$ cat config.mk
export PLATFORM = sky130hd
export DESIGN_NAME = uart_sha_block_loader
export DESIGN_NICKNAME = d
export VERILOG_FILES = /design/src/rtl/uart_sha_pkg.sv /design/src/rtl/uart_sha_block_loader_timeout.sv /design/src/rtl/uart_sha_block_loader.sv
export SDC_FILE = /design/constraint.sdc
export NUM_CORES = 1
export LEC_CHECK = 0
export BUFFER_PORTS_ARGS = -buffer_cell sky130_fd_sc_hd__buf_2
export CORE_MARGIN = 5
export CORE_UTILIZATION = 35
export DETAILED_ROUTE_END_ITERATION = 8
export SLEW_MARGIN = 0
export SYNTH_ARGS = -nofsm -noshare
export SYNTH_HDL_FRONTEND = slang
export SYNTH_SLANG_ARGS = --single-unit
$ cat constraint.sdc
create_clock -name i_Clock -period 2.7 [get_ports i_Clock]
set_input_delay 0.27 -clock i_Clock [delete_from_list [all_inputs] [get_ports i_Clock]]
set_output_delay 0.27 -clock i_Clock [all_outputs]
set_load 0.01 [all_outputs]
$ cat src/rtl/uart_sha_pkg.sv
// Shared types and constants for the UART-to-SHA-256 block loader.
package uart_sha_pkg;

    typedef enum logic [2:0] {
        IDLE    = 3'd0,
        CMD     = 3'd1,
        PAYLOAD = 3'd2,
        CSUM    = 3'd3,
        HOLD    = 3'd4
    } state_t;

    localparam logic [1:0] ERR_CMD     = 2'd0;
    localparam logic [1:0] ERR_TIMEOUT = 2'd1;
    localparam logic [1:0] ERR_OVERRUN = 2'd2;
    localparam logic [1:0] ERR_CSUM    = 2'd3;

    localparam int unsigned CMD_FIRST_BIT = 0;
    localparam int unsigned CMD_LAST_BIT  = 1;

    // Only the two flag bits may be set in a command byte.
    function automatic logic cmd_is_valid(input logic [7:0] cmd);
        return cmd[7:2] == 6'd0;
    endfunction

endpackage

$ cat src/rtl/uart_sha_block_loader_timeout.sv
// Inter-byte watchdog: counts idle clocks and flags the last allowed one.
module uart_sha_timeout #(
    parameter int unsigned TIMEOUT_CLKS = 2048,
    parameter int unsigned CNT_W        = 16
) (
    input  logic i_Clock,
    input  logic i_Rst_n,
    input  logic clr,
    input  logic en,
    output logic expire_c
);

    logic [CNT_W-1:0] cnt;

    always_ff @(posedge i_Clock or negedge i_Rst_n) begin
        if (!i_Rst_n) begin
            cnt <= '0;
        end else if (clr) begin
            cnt <= '0;
        end else if (en) begin
            cnt <= cnt + CNT_W'(1);
        end
    end

    assign expire_c = (cnt == CNT_W'(TIMEOUT_CLKS - 1));

endmodule

$ cat src/rtl/uart_sha_block_loader.sv
// Parses sync/command/payload frames from the UART receiver into SHA-256 blocks.
// Define UART_SHA_LOADER_CSUM_EN to require a trailing XOR checksum byte per frame.
module uart_sha_block_loader
    import uart_sha_pkg::*;
#(
    parameter logic [7:0]  SYNC_BYTE    = 8'hA5,
    parameter int unsigned BLOCK_BYTES  = 64,
    parameter int unsigned TIMEOUT_CLKS = 2048,
    parameter int unsigned CNT_W        = 16
) (
    input  logic                     i_Clock,
    input  logic                     i_Rst_n,
    input  logic                     i_Rx_DV,
    input  logic [7:0]               i_Rx_Byte,
    output logic                     o_Block_Valid,
    input  logic                     i_Block_Ready,
    output logic [BLOCK_BYTES*8-1:0] o_Block,
    output logic                     o_First,
    output logic                     o_Last,
    output logic                     o_Busy,
    output logic                     o_Err,
    output logic [1:0]               o_Err_Code
);

    localparam int unsigned IDX_W = $clog2(BLOCK_BYTES);

    state_t           state;
    logic [IDX_W-1:0] idx;
    logic [IDX_W-1:0] lane_c;
    logic             timing_c;
    logic             to_clr_c;
    logic             to_en_c;
    logic             expire_c;
    logic             timeout_c;
`ifdef UART_SHA_LOADER_CSUM_EN
    logic [7:0]       csum;
`endif

    // Watchdog only runs while a frame is in flight; any byte restarts it.
    assign timing_c  = (state == CMD) || (state == PAYLOAD) || (state == CSUM);
    assign to_clr_c  = !timing_c || i_Rx_DV;
    assign to_en_c   = timing_c && !i_Rx_DV && !expire_c;
    assign timeout_c = timing_c && !i_Rx_DV && expire_c;

    // Payload byte 0 lands in the most significant lane.
    assign lane_c = IDX_W'(BLOCK_BYTES - 1) - idx;

    uart_sha_timeout #(
        .TIMEOUT_CLKS(TIMEOUT_CLKS),
        .CNT_W       (CNT_W)
    ) u_timeout (
        .i_Clock (i_Clock),
        .i_Rst_n (i_Rst_n),
        .clr     (to_clr_c),
        .en      (to_en_c),
        .expire_c(expire_c)
    );

    always_ff @(posedge i_Clock or negedge i_Rst_n) begin
        if (!i_Rst_n) begin
            state         <= IDLE;
            idx           <= '0;
            o_Block_Valid <= 1'b0;
            o_Block       <= '0;
            o_First       <= 1'b0;
            o_Last        <= 1'b0;
            o_Busy        <= 1'b0;
            o_Err         <= 1'b0;
            o_Err_Code    <= 2'd0;
`ifdef UART_SHA_LOADER_CSUM_EN
            csum          <= 8'd0;
`endif
        end else begin
            o_Err <= 1'b0;
            if (timeout_c) begin
                state      <= IDLE;
                o_Busy     <= 1'b0;
                o_Err      <= 1'b1;
                o_Err_Code <= ERR_TIMEOUT;
            end else begin
                case (state)
                    IDLE: begin
                        if (i_Rx_DV && (i_Rx_Byte == SYNC_BYTE)) begin
                            state  <= CMD;
                            o_Busy <= 1'b1;
                        end
                    end
                    CMD: begin
                        if (i_Rx_DV) begin
                            if (cmd_is_valid(i_Rx_Byte)) begin
                                o_First <= i_Rx_Byte[CMD_FIRST_BIT];
                                o_Last  <= i_Rx_Byte[CMD_LAST_BIT];
                                idx     <= '0;
`ifdef UART_SHA_LOADER_CSUM_EN
                                csum    <= 8'd0;
`endif
                                state   <= PAYLOAD;
                            end else begin
                                state      <= IDLE;
                                o_Busy     <= 1'b0;
                                o_Err      <= 1'b1;
                                o_Err_Code <= ERR_CMD;
                            end
                        end
                    end
                    PAYLOAD: begin
                        if (i_Rx_DV) begin
                            o_Block[{lane_c, 3'b000} +: 8] <= i_Rx_Byte;
                            idx <= idx + IDX_W'(1);
`ifdef UART_SHA_LOADER_CSUM_EN
                            csum <= csum ^ i_Rx_Byte;
                            if (idx == IDX_W'(BLOCK_BYTES - 1)) begin
                                state <= CSUM;
                            end
`else
                            if (idx == IDX_W'(BLOCK_BYTES - 1)) begin
                                state         <= HOLD;
                                o_Block_Valid <= 1'b1;
                            end
`endif
                        end
                    end
                    CSUM: begin
`ifdef UART_SHA_LOADER_CSUM_EN
                        if (i_Rx_DV) begin
                            if (i_Rx_Byte == csum) begin
                                state         <= HOLD;
                                o_Block_Valid <= 1'b1;
                            end else begin
                                state      <= IDLE;
                                o_Busy     <= 1'b0;
                                o_Err      <= 1'b1;
                                o_Err_Code <= ERR_CSUM;
                            end
                        end
`else
                        state  <= IDLE;
                        o_Busy <= 1'b0;
`endif
                    end
                    HOLD: begin
                        if (i_Block_Ready) begin
                            state         <= IDLE;
                            o_Block_Valid <= 1'b0;
                            o_Busy        <= 1'b0;
                        end
                        // A byte here has nowhere to go; the block being offered is kept intact.
                        if (i_Rx_DV) begin
                            o_Err      <= 1'b1;
                            o_Err_Code <= ERR_OVERRUN;
                        end
                    end
                    default: begin
                        state         <= IDLE;
                        o_Block_Valid <= 1'b0;
                        o_Busy        <= 1'b0;
                    end
                endcase
            end
        end
    end

endmodule

* After elaboration in Yosys (flattened, before gate mapping)
Cells that the tools add are included.
** Storage, ports and cells
- Output and inout port bits :: 519
- Register bits :: 544
- Input bits :: 12
** Cells by class
- Shifts and indexed selects :: 2
- Eq/ne operators :: 20
- Reduce and logical (&&, ||, !) cells :: 23
- Mux-type cells :: 34
- Bitwise gates (word level) :: 2
- Add/subtract/negate cells :: 4
** Operators with widths (number)
- 512-bit bitwise mux :: 1
- 8-bit by 11-bit variable shift with 512-bit output (first input constant) :: 1
- 8-bit by 11-bit variable part select with 512-bit output :: 1
- 16-bit two-way mux :: 2
- 5-bit AND reduction :: 4
- 3-bit two-way mux :: 6
- 6-bit two-way mux :: 3
- 3-bit != test (second input constant) :: 6
- 16-bit by 1-bit adder with 16-bit output (second input constant) :: 1
- 16-bit by 11-bit equality test with 1-bit output (second input constant) :: 1
- 3-bit case mux with 4 select lines :: 1
- 6-bit case mux with 2 select lines :: 1
- 1-bit two-way mux :: 11
- 9-bit negator with 11-bit output :: 1
- 2-bit two-way mux :: 5
- 8-bit equality test (second input constant) :: 1
- 2-bit != test (second input constant) :: 4
- 4-bit AND reduction :: 2
- 6-bit by 1-bit adder with 6-bit output (second input constant) :: 1
- 3-bit by 2-bit equality test with 1-bit output (second input constant) :: 2
- 6-bit equality test (second input constant) :: 1
- 6-bit logical NOT :: 1
- 6-bit subtractor (first input constant) :: 1
- 1-bit logical AND :: 4
- other kinds (16) :: 23

* Longest topological paths before layout
Gate-level depths: netlist (run 1).
- Word-level depth :: 7
- Mapped depth :: 10
- Mapped depth without buffers :: 7

* By module
A second synthesis (run 1) with hierarchy kept.
** Unflattened totals
- Cells, all modules :: 1492
- Area total of the unflattened synthesis :: 22131.2 um^2
** By module, submodules not included
- uart_sha_block_loader :: area an instance 21305.4 um^2, cells each 1407, times used 1
- uart_sha_timeout :: area an instance 825.8 um^2, cells each 85, times used 1

* Worst setup path after synthesis (run 1)
No wires, ideal clock.
- Kind :: reg-to-reg
- From :: register idx[0]
- To :: register o_Block[256]
- Data required time :: 2575 ps
- Slack :: 255 ps
- Stages on the path, launching flop included :: 8
- Arrival :: 2320 ps
- Library setup time :: 125 ps
- Cell sequence :: dfrtp_1 -> inv_1 -> ha_1 -> nand2b_1 -> a211oi_2 -> nand2_1 -> nor3b_4 -> mux2_2
** Between the ends
- Longest elaborated chain between the ends :: 4
** Ends and longest elaborated chain
- from (decl) :: line uart_sha_block_loader.sv:28 : logic [IDX_W-1:0] idx;
- from (signal assigned) :: line uart_sha_block_loader.sv:109 : idx <= idx + IDX_W'(1);
- 6-bit subtractor (*) :: line uart_sha_block_loader.sv:46 : assign lane_c = IDX_W'(BLOCK_BYTES - 1) - idx;
- 9-bit negator with 11-bit output (*) :: line uart_sha_block_loader.sv:108 : o_Block[{lane_c, 3'b000} +: 8] <= i_Rx_Byte;
- 8-bit by 11-bit variable part select with 512-bit output / 8-bit by 11-bit variable shift with 512-bit output (equally long branches) :: line uart_sha_block_loader.sv:108
- 512-bit bitwise mux (*) :: line uart_sha_block_loader.sv:108
- to (signal, indexed assignment) :: line uart_sha_block_loader.sv:108
- to (decl) :: line uart_sha_block_loader.sv:17 : output logic [BLOCK_BYTES*8-1:0] o_Block,
Every way passes the cells marked *; elsewhere a longest branch is shown, timed or not.
A chain may end at the register's enable or synchronous reset.

* Worst setup path after layout (run 1)
- From :: register idx[1]
- To :: register o_Block[465]
Same word-level chain as after synthesis.

==> metrics.txt, run 1 <==
status=complete, no violations; clk_lat worst skew=0.61 ns; wire per inst=23.7 um; Slew headroom=34.3%; Fin Setup TNS=0 ns; CP Data Arrival Time=3.06 ns; CTS Buffer Depth=3; Reg2Reg Depth=7; IO Pins=531; most frequent cells in the layout=dfrtp_1 (542), buf_2 (529), mux2_2 (481); DP HPWL=53400 um; synthesized flop and latch total=544; syn_nets=1611; crit path max fanout=8; CTS tree=yes; pin count of the biggest net entering global routing=94; PD cells=around 600 nW/um2; ys async rst share=between 90% and 100%; VDD IR-drop max=468 uV; Starting DRT DRC Count=834; RSZ-0062 raised after global routing=true; slowest stage cell, crit path=ha_2; Via density=5.06; Critical Path Source=idx[1]$_DFFE_PN0P_; Final ANT Viol Nets=0; DR pass1 iterations=5; Slew Viols, Final=0; CP Launch Type=flop; Final Hold Violating Endpoints=0; Die Area=69400 um2; clock-pin slew of the registers on the worst-case setup and hold paths=~0.060 ns; final number of setup-violating endpoints=0; GRT Total Usage=slightly above 20%; post-synthesis sequential area ratio=60.6%; CTS Sinks=544; vias in the first global route=16800; RR Endpoint=o_Block[465]$_DFFE_PN0P_; post-synth top area cell=dfrtp_1; Synth area leaders=dfrtp_1 (61%), mux2_2 (24%), nand2_1 (1.7%), nor2_1 (1.4%), and2_1 (0.97%); WP data required=3.20 ns; ys flop type=dfrtp_1; Synth Warn #=0; R2R Setup Slk=between 0.1 and 0.15 ns; Initial Util=35.1%; Die Width=263 um; ordered list of cells on the worst path=inv_1, ha_2, nand2_1, a21o_1, nor2_1, nand3_2, mux2_2; Mapped Cells=1595; Layout area overhead=29.9%; layout cells sized above 1=57.6%; gr ovfl total=0; CTS root buffer=clkbuf_16; H-tree Lvls=2; total clock buffers created by CTS=60; diode count=0; num rows=93; worst r2r src=idx[1]$_DFFE_PN0P_; Crit Path Class=reg -> reg; Chip Height=263 um; Setup crit end=o_Block[465]$_DFFE_PN0P_; leading cell type in the layout, fill and taps excluded=dfrtp_1; clock skew=0.0173 ns; Worst Slack Setup Final=0.132 ns; Max-Cap Viols=0; # DRC=0; first-pass GRT wire length=112000 um; EDFF count, synth=0; GPL Wtd Cong=0.870; Final Critical Period=2.57 ns; NumNets Final=about 2200; number of I/O port buffers=530; period utilization=95.1%; Yosys top cell area share=60.6%; leakage=0.0160 uW; core box area=64000 um2; Slew @ Worst Pin=0.978 ns; Max stage delay on crit path=0.44 ns; total wire length=74100 um; crit end category=flop; Yosys cell types=71; initial antenna violation count=3; DR vias=between 15000 and 20000; HP Class=in -> reg; top achievable clock speed=between 300 and 400 MHz; mapped cell area=22500 um2; dpl ws=-0.0141 ns; syn avg cell area=14.1 um2
[repair_timing]
item,CTS,global route
endpoints found under the hold margin,75,0
setup buffers,0,5
hold buffers,1,0
pin swaps,1,5
setup endpoints to repair,33,247
gates resized for setup,3,21
[flip-flops by register name (all words and copies together) (netlist names)]
| signal | flops |
|---|---|
| idx | 6 |
| o_Last | 1 |
| o_Err | 1 |
| o_Block | 512 |
| o_Busy | 1 |
| state | 3 |
| o_First | 1 |
| o_Block_Valid | 1 |
| o_Err_Code | 2 |
| u_timeout.cnt | 16 |
[cell type report]
cell class / instances / area (um2)
Fill cell: 5857 / 34800
Sequential cell: 544 / 13600
Inverter: 6 / 22.5
Clock inverter: 31 / 445
Multi-Input combinational cell: 958 / 8540
Clock buffer: 80 / 1720
Timing Repair Buffer: 648 / 3780
Tap cell: 855 / 1070
[worst max-delay path: cells and delay by family, from the launching register on]
kind | cells | cell delay (ns)
buffers and inverters | 1 | 0.11
adder cells (fa/ha/maj) | 1 | 0.44
flip-flops | 1 | 0.43
multiplexers | 1 | 0.38
AO/OA/AOI/OAI | 1 | 0.19
AND/OR/NAND/NOR | 3 | 0.89
[report_power, final]
group          internal (uW)  total, uW  switching (uW)
clock                   5430       8860            3430
sequential              8160       8160            4.71
combinational            106        503             396
[cell families (layout without fill, tap and decap cells)]
family                     Yosys count  in the layout  share of synthesized area (%)
muxes                              484            484                           24.2
AOI/OAI and AO/OA                   91             91                           3.02
DFF                                544            544                           60.6
adders and majority gates            4              4                          0.223
xor gates and xnor gates            18             18                          0.735
buffers and inverters               93            765                           1.86
and+or+nand+nor                    361            361                           9.34
[metal layers]
metal / track usage, % / wire length [um] / share of wire [%]
met2: 34.6 / 35300 / 48
met5: 0 / 22 / 0.030
met3: 6.10 / 5390 / 7.3
met1: 26.8 / 31400 / 42
met4: 5.36 / 2000 / 2.7
[synth_stat cells (4+ instances only)]
cell type / count
o21ai_0: 18
buf_2: 23
nor2b_1: 7
a21oi_1: 8
nand3_2: 11
o2111ai_1: 5
and4_1: 9
or2_2: 4
inv_1: 6
o31ai_1: 25
nor3_1: 22
xnor2_1: 5
nor2_2: 5
nand3_1: 18
nand4_1: 8
nand2b_1: 10
and3_1: 6
nor3_4: 6
dfrtp_1: 544
nor2_1: 81
o22ai_1: 4
nand4_2: 6
clkbuf_1: 52
nor4_1: 7
ha_1: 4
xor2_1: 12
and2_1: 35
mux2_2: 481
nor3b_4: 6
nand2_1: 99
buf_4: 7
[per-stage QoR]
step	instances	instance area [um2]	hold WS, ns	power, uW	utilization (%)
2_1_floorplan	1595	22500	-0.0256	8440	-
3_3_place_gp	3005	26900	0.411	8810	42.0
3_5_place_dp	3005	26900	0.424	8820	42.0
4_1_cts	3117	29000	0.0585	17700	45.4
5_1_grt	3122	29200	0.0896	18100	45.6
6_report	3122	29200	0.112	17500	45.6
[worst min path at each step]
stage,from,to,slack (ns),depth (start not counted)
after global routing,i_Rx_DV,o_Err_Code[1]$_DFFE_PN0P_,0.09,3
after CTS,i_Rx_DV,state[1]$_DFFE_PN0P_,0.06,4
after global placement,i_Rst_n,o_Block[218]$_DFFE_PN0P_,0.41,1
final,i_Rx_DV,state[1]$_DFFE_PN0P_,0.11,4
after floorplan,i_Rst_n,idx[0]$_DFFE_PN0P_,-0.03,0
after detailed placement,i_Rst_n,o_Block[218]$_DFFE_PN0P_,0.42,1
(Power assumes the default switching activity.)
==> inputs of run 2 (changes only) <==
--- a/config.mk
+++ b/config.mk
@@ -8,6 +8,8 @@
 export BUFFER_PORTS_ARGS = -buffer_cell sky130_fd_sc_hd__buf_2
 export CORE_MARGIN = 5
 export CORE_UTILIZATION = 35
+export CTS_CLUSTER_DIAMETER = 150
+export CTS_CLUSTER_SIZE = 8
 export DETAILED_ROUTE_END_ITERATION = 8
 export SLEW_MARGIN = 0
 export SYNTH_ARGS = -nofsm -noshare
==> constraint.sdc (replaced) <==
create_clock -name i_Clock -period 2.2 [get_ports i_Clock]
set_input_delay 0.22 -clock i_Clock [delete_from_list [all_inputs] [get_ports i_Clock]]
set_output_delay 0.22 -clock i_Clock [all_outputs]
set_load 0.01 [all_outputs]
==> run 2 against run 1 <==
  * The flow now finishes with violations (negative setup slack)
  * Total power up 22%
  * Cell area increased by 7.4%
  * Routed wire length is 4.4% higher
  * Combinational power rose by 42%
  * Maximum frequency rose by 5.7%
  * Critical path type unchanged
  * Global-route usage up 1.0 points
  * Die area stayed put
  * Register-to-register slack lost 0.36 ns
  * Largest power group unchanged
  * Largest cell class unchanged
  * Sequential cell count did not move
  * Utilization is 3.4 points higher
  * Hold slack gained 0.0087 ns
==> metrics.txt, run 2 (same netlist as run 1, synthesis figures left out) <==
status=finished, violations left (was complete, no violations); violations in the final reports=negative setup slack; R2R Setup Slk=-0.23 ns (was 0.13 ns); vias in the first global route=18100 (was 16800); CP Data Arrival Time=2.91 ns (was 3.06 ns); leakage=0.0170 uW (was 0.0160 uW); CTS Buffer Depth=3 (unchanged); worst r2r src=idx[1]$_DFFE_PN0P_ (unchanged); Buf+Inv Stages, Crit Path=3 (was 1); Final Critical Period=2.43 ns (was 2.57 ns); Slew Viols, Final=0 (unchanged); DP HPWL=55400 um (was 53400 um); IO Pins=531 (unchanged); period utilization=110% (was 95.1%); RSZ-0062 raised after global routing=true (unchanged); top achievable clock speed=412 MHz (was 389 MHz); DR pass1 iterations=8 (was 5); leading cell type in the layout, fill and taps excluded=dfrtp_1 (unchanged); H-tree Lvls=3 (was 2); gr ovfl total=0 (unchanged); total clock buffers created by CTS=77 (was 60); Reg2Reg Depth=9 (was 7); Chip Height=263 um (unchanged); Slew @ Worst Pin=0.757 ns (was 0.978 ns); crit-path most repeated cell=buf_6; filler cell count=5650 (was 5857); total wire length=77400 um (was 74100 um); Largest register FFs=512 (unchanged); Slew headroom=49.1% (was 34.3%); CTS root buffer=clkbuf_16 (unchanged); CTS tree=yes (unchanged); Pwr Total=21400 uW (was 17500 uW); slowest stage cell, crit path=dfrtp_2 (was ha_2); RR Endpoint=o_Block[255]$_DFFE_PN0P_ (was o_Block[465]$_DFFE_PN0P_); Die Width=263 um (unchanged); Layout area overhead=39.4% (was 29.9%); NumNets Final=2375 (was 2234); clock-pin slew of the registers on the worst-case setup and hold paths=0.07 ns (was 0.06 ns); Initial Util=35.1% (unchanged); ordered list of cells on the worst path=ha_4, buf_6, and4_2, a211oi_4, buf_6, nand2_4, nor3b_4, buf_12, mux2_2 (was inv_1, ha_2, nand2_1, a21o_1, nor2_1, nand3_2, mux2_2); Top reg by flops=o_Block (unchanged); crit end category=flop (unchanged); Starting DRT DRC Count=782 (was 834); layout cells sized above 1=61.4% (was 57.6%); clock skew=0.0244 ns (was 0.0173 ns); Final Hold Violating Endpoints=0 (unchanged); Crit Path Class=reg -> reg (unchanged); DR vias=16300 (was 15800); Max stage delay on crit path=0.43 ns (was 0.44 ns); VDD IR-drop max=524 uV (was 468 uV); WP data required=2.68 ns (was 3.20 ns); Die Area=69400 um2 (unchanged); Placed Area=28200 um2 (was 26900 um2); crit path max fanout=8 (unchanged); GPL Wtd Cong=0.864 (was 0.870); Worst Slack Setup Final=-0.229 ns (was 0.132 ns); final number of setup-violating endpoints=433 (was 0); CTS Sinks=544 (unchanged); Via density=5.06 (about the same); # DRC=0 (unchanged); number of I/O port buffers=530 (unchanged); delay-heaviest family, CP=simple AND/OR/NAND/NOR gates (unchanged); wire per inst=24.0 um (was 23.7 um); Final ANT Viol Nets=0 (unchanged); final instance area=31300 um2 (was 29200 um2); most frequent cells in the layout=dfrtp_1 (539), buf_2 (529), mux2_2 (399) (was dfrtp_1 (542), buf_2 (529), mux2_2 (481)); initial antenna violation count=5 (was 3); core box area=64000 um2 (unchanged); pin count of the biggest net entering global routing=60 (was 94); num rows=93 (unchanged); HP Class=in -> async (was in -> reg); CP Launch Type=flop (unchanged); Max-Cap Viols=0 (unchanged); PD cells=682 nW/um2 (was 600 nW/um2); Top Registers=o_Block (512), u_timeout.cnt (16), idx (6) (unchanged); Critical Path Source=idx[1]$_DFFE_PN0P_ (unchanged); first-pass GRT wire length=117000 um (was 112000 um); GRT Total Usage=21.8% (was 20.8%); clk_lat worst skew=0.61 ns (about the same)
-- run 2: changes by cell type in the layout (fill, tap and decap cells not counted), moves of 8 or more --
cell / previous run / this run
clkbuf_8: 12 / 0
clkinv_2: 8 / 0
buf_12: 18 / 59
clkbuf_16: 61 / 79
mux2_4: 0 / 82
bufinv_16: 10 / 0
buf_4: 98 / 155
buf_6: 1 / 24
mux2_2: 481 / 399
nor2_1: 79 / 70
-- run 2: layer usage --
layer / share of wire (%) / global-route usage (%)
met4: 2.7 / 6.57
met5: 0 / 0
met2: 49 / 36.9
met3: 7.9 / 6.51
met1: 41 / 27.1
-- run 2: cell type report --
type	count	area, um2	area share [%]
Tap cell	855	1070	3.41
Inverter	6	30.0	0.0958
Clock inverter	5	92.6	0.295
Antenna cell	4	10.0	0.0319
Multi-Input combinational cell	958	9180	29.3
Sequential cell	544	13600	43.5
Timing Repair Buffer	772	5360	17.1
Clock buffer	80	1980	6.32
-- run 2: power breakdown --
group          total [uW]  switching (uW)  leakage, uW  internal (uW)
logic                 715             513      0.00839            202
clock network       10600            4280      0.00102           6340
registers           10000            5.79      0.00758          10000
-- run 2: how the worst max path moves through the flow --
stage                          endpoint  slack [ns]  depth (start not counted)
6_report       o_Block[255]$_DFFE_PN0P_       -0.23                          9
5_1_grt        o_Block[468]$_DFFE_PN0P_       -0.32                          9
4_1_cts        o_Block[467]$_DFFE_PN0P_       -0.22                          9
3_5_place_dp   o_Block[389]$_DFFE_PN0P_       -0.33                          7
3_3_place_gp   o_Block[387]$_DFFE_PN0P_       -0.30                          7
2_1_floorplan  o_Block[256]$_DFFE_PN0P_       -0.13                          8
-- run 2: repair_timing --
item,in CTS,in global routing
resized for setup,162,24
gates cloned,2,1
buffers inserted,24,4
hold endpoints to repair,273,0
endpoints found under the setup margin,487,497
pin swaps,22,11
hold buffers,2,0
-- run 2: per-stage QoR --
stage | TNS [ns] | setup WS (ns) | hold slack [ns] | cells | util (%)
after floorplan | -10.16 | -0.135 | -0.0756 | 1595 | -
after global placement | -65.76 | -0.302 | 0.151 | 3104 | 44.1
after detailed placement | -77.94 | -0.328 | 0.152 | 3104 | 44.1
after CTS | -43.52 | -0.224 | 0.0658 | 3215 | 48.7
after global routing | -82.06 | -0.317 | 0.134 | 3221 | 49.0
final | -43.77 | -0.229 | 0.121 | 3224 | 49.0
==> inputs of run 3 (changes only) <==
--- a/config.mk
+++ b/config.mk
@@ -14,4 +14,5 @@
 export SLEW_MARGIN = 0
 export SYNTH_ARGS = -nofsm -noshare
 export SYNTH_HDL_FRONTEND = slang
+export SYNTH_HIERARCHICAL = 1
 export SYNTH_SLANG_ARGS = --single-unit
==> run 3 against run 2 <==
  * The flow still finishes with violations (negative setup slack)
  * First-iteration DRC count grew 0.51%
  * Sequential power is essentially flat
  * Global-route usage shrank 0.62 points
  * Highest routed layer is now met5
  * Largest power group is now sequential cells
  * Critical path depth shrank 1
==> metrics.txt, run 3 <==
status=finished, violations left (unchanged); violations in the final reports=negative setup slack (unchanged); Chip Height=261 um (was 263 um); Mapped Cells=1492 (was 1595); Crit Path Class=reg -> reg (unchanged); Buf+Inv Stages, Crit Path=2 (was 3); WP data required=2.67 ns (was 2.68 ns); # DRC=0 (unchanged); num rows=92 (was 93); total clock buffers created by CTS=77 (unchanged); gr ovfl total=0 (unchanged); Slew headroom=52.2% (was 49.1%); Via density=4.99 (was 5.06); initial antenna violation count=3 (was 5); Reg2Reg Depth=8 (was 9); ordered list of cells on the worst path=ha_4, buf_4, a21bo_2, and4_1, or2_4, buf_6, nand3_4, mux2_4 (was ha_4, buf_6, and4_2, a211oi_4, buf_6, nand2_4, nor3b_4, buf_12, mux2_2); syn avg cell area=14.8 um2 (was 14.1 um2); crit end category=flop (unchanged); Max-Cap Viols=0 (unchanged); ys flop type=dfrtp_1 (unchanged); pin count of the biggest net entering global routing=63 (was 60); VDD IR-drop max=472 uV (was 524 uV); worst r2r src=idx[1]$_DFFE_PN0P_ (unchanged); Top Registers=o_Block (512), u_timeout/cnt (16), idx (6) (was o_Block (512), u_timeout.cnt (16), idx (6)); final instance area=31500 um2 (was 31300 um2); H-tree Lvls=3 (unchanged); clock skew=0.0199 ns (was 0.0244 ns); HP Class=in -> async (unchanged); clock-pin slew of the registers on the worst-case setup and hold paths=0.06 ns (was 0.07 ns); vias in the first global route=17200 (was 18100); GPL Wtd Cong=0.820 (was 0.864); number of I/O port buffers=530 (unchanged); Non-Filler Instances=3142 (was 3224); mapped cell area=22100 um2 (was 22500 um2); fin util=50.1% (was 49.0%); leading cell type in the layout, fill and taps excluded=dfrtp_1 (unchanged); first-pass GRT wire length=110000 um (was 117000 um); core box area=62900 um2 (was 64000 um2); Top reg by flops=o_Block (unchanged); post-synth top area cell=dfrtp_1 (unchanged); Die Area=68400 um2 (was 69400 um2); Worst Slack Setup Final=-0.0904 ns (was -0.229 ns); leakage=0.0170 uW (about the same); final number of setup-violating endpoints=305 (was 433); Final Hold Violating Endpoints=0 (unchanged); CTS tree=yes (unchanged); RR Endpoint=o_Block[164]$_DFFE_PN0P_ (was o_Block[255]$_DFFE_PN0P_); Final Critical Period=2.29 ns (was 2.43 ns); Synth Warn #=6 (was 0); IO Pins=531 (unchanged); Placed Area=28300 um2 (was 28200 um2); wire per inst=23.7 um (was 24.0 um); Max stage delay on crit path=0.43 ns (about the same); total wire length=74400 um (was 77400 um); period utilization=104% (was 110%); Synth area leaders=dfrtp_1 (62%), mux2_2 (26%), nor2_1 (0.98%), nor3_2 (0.95%), clkbuf_1 (0.81%) (was dfrtp_1 (61%), mux2_2 (24%), nand2_1 (1.7%), nor2_1 (1.4%), and2_1 (0.97%)); layout cells sized above 1=66.1% (was 61.4%); CP Launch Type=flop (unchanged); GRT Total Usage=21.2% (was 21.8%); synthesized flop and latch total=544 (unchanged); crit path max fanout=8 (unchanged); PD cells=813 nW/um2 (was 682 nW/um2); Yosys cell types=67 (was 71); CTS root buffer=clkbuf_16 (unchanged); Yosys top cell area share=61.5% (was 60.6%); CTS Sinks=544 (unchanged); Slew @ Worst Pin=0.718 ns (was 0.757 ns); EDFF count, synth=0 (unchanged); top achievable clock speed=437 MHz (was 412 MHz); CTS Buffer Depth=3 (unchanged); Final ANT Viol Nets=0 (unchanged); filler cell count=5490 (was 5650); NumNets Final=2308 (was 2375); Initial Util=35.2% (was 35.1%); DP HPWL=53400 um (was 55400 um); Slew Viols, Final=0 (unchanged); Synth top cells by count=dfrtp_1 (544), mux2_2 (512), nor2_1 (58), clkbuf_1 (48), nand2_1 (36) (was dfrtp_1 (544), mux2_2 (481), nand2_1 (99), nor2_1 (81), clkbuf_1 (52)); Pwr Total=25600 uW (was 21400 uW); Die Width=261 um (was 263 um); delay-heaviest family, CP=simple AND/OR/NAND/NOR gates (unchanged); DR vias=15700 (was 16300); slowest stage cell, crit path=dfrtp_1 (was dfrtp_2); RSZ-0062 raised after global routing=true (unchanged); post-synthesis sequential area ratio=61.5% (was 60.6%); DR pass1 iterations=5 (was 8); R2R Setup Slk=-0.09 ns (was -0.23 ns); Critical Path Source=idx[1]$_DFFE_PN0P_ (unchanged); Largest register FFs=512 (unchanged); clk_lat worst skew=0.60 ns (was 0.61 ns); most frequent cells in the layout=dfrtp_1 (543), buf_2 (529), mux2_2 (403) (was dfrtp_1 (539), buf_2 (529), mux2_2 (399)); diode count=0 (was 4); ys async rst share=100% (unchanged); syn_nets=1508 (was 1611); Layout area overhead=42.4% (was 39.4%); DP Cell Count=3018 (was 3104); Starting DRT DRC Count=786 (was 782); CP Data Arrival Time=2.76 ns (was 2.91 ns); most frequent cell after synthesis=dfrtp_1 (unchanged)
==> run 3: cell types whose count changed after synthesis, sizes merged, moves of 6 or more <==
cell / delta
nand2: -58
nand4: -7
and2: -12
nor3: +31
mux2: +31
nor2: -31
and4: -7
o21ai: -6
or3: +7
o31ai: -21
buf: -21
nor2b: +11
==> run 3: layout make-up <==
cell class	count	area, um2	share of cell area (%)
clock inverter	5	51.3	0.163
multi-input combinational	874	9360	29.7
inverter	10	42.5	0.135
timing repair buffer	785	5430	17.2
sequential	544	13600	43.2
clock buffer	78	1950	6.19
tap	846	1060	3.36
==> run 3: repair_timing <==
item,in CTS,in global routing
setup endpoints to repair,508,521
gates resized for setup,95,92
pin swaps,35,28
buffers inserted,20,21
hold endpoints to repair,111,0
hold buffers,2,0
==> run 3: cell families (layout without fill, tap and decap cells) <==
logic type / after synthesis / after routing / synth area share, %
adder cells (fa/ha/maj): 4 / 4 / 0.226
buffers and inverters: 74 / 878 / 1.42
AND/OR/NAND/NOR: 287 / 287 / 8.25
XOR/XNOR: 15 / 15 / 0.662
multiplexers: 514 / 514 / 26.1
flip-flops: 544 / 544 / 61.5
AO/OA/AOI/OAI: 54 / 54 / 1.79
==> run 3: worst max-delay path by stage <==
stage	end	cells past startpoint
3_5_place_dp	o_Block[189]$_DFFE_PN0P_	7
6_report	o_Block[164]$_DFFE_PN0P_	8
2_1_floorplan	o_Block[100]$_DFFE_PN0P_	7
5_1_grt	o_Block[167]$_DFFE_PN0P_	8
3_3_place_gp	o_Block[61]$_DFFE_PN0P_	7
4_1_cts	o_Block[379]$_DFFE_PN0P_	10
==> run 3: per-layer routing <==
layer / global-route usage (%) / wire [um]
met5: 0 / 13
met2: 35.8 / 36900
met3: 5.92 / 5230
met4: 6.04 / 1730
met1: 26.7 / 30600
==> run 3: worst register-to-register path: cells and delay by family, from the launching register on <==
kind | cells | cell delay [ns]
AOI/OAI and AO/OA | 1 | 0.18
DFF | 1 | 0.43
and+or+nand+nor | 3 | 0.68
adders and majority gates | 1 | 0.23
muxes | 1 | 0.34
buffers and inverters | 2 | 0.31
==> run 3: per-stage QoR <==
step | TNS (ns) | setup slack [ns] | hold slack, ns
floorplan | -82.22 | -0.260 | -0.0756
global placement | -60.33 | -0.398 | 0.208
detailed placement | -74.37 | -0.436 | 0.207
CTS | -19.19 | -0.107 | 0.123
global route | -50.84 | -0.166 | 0.183
finish | -9.51 | -0.0904 | 0.162
==> run 3: power breakdown <==
group	switching [uW]	total, uW	internal (uW)
Clock	4130	10300	6210
Combinational	2800	4950	2150
Sequential	158	10300	10200
Total	7090	25600	18500
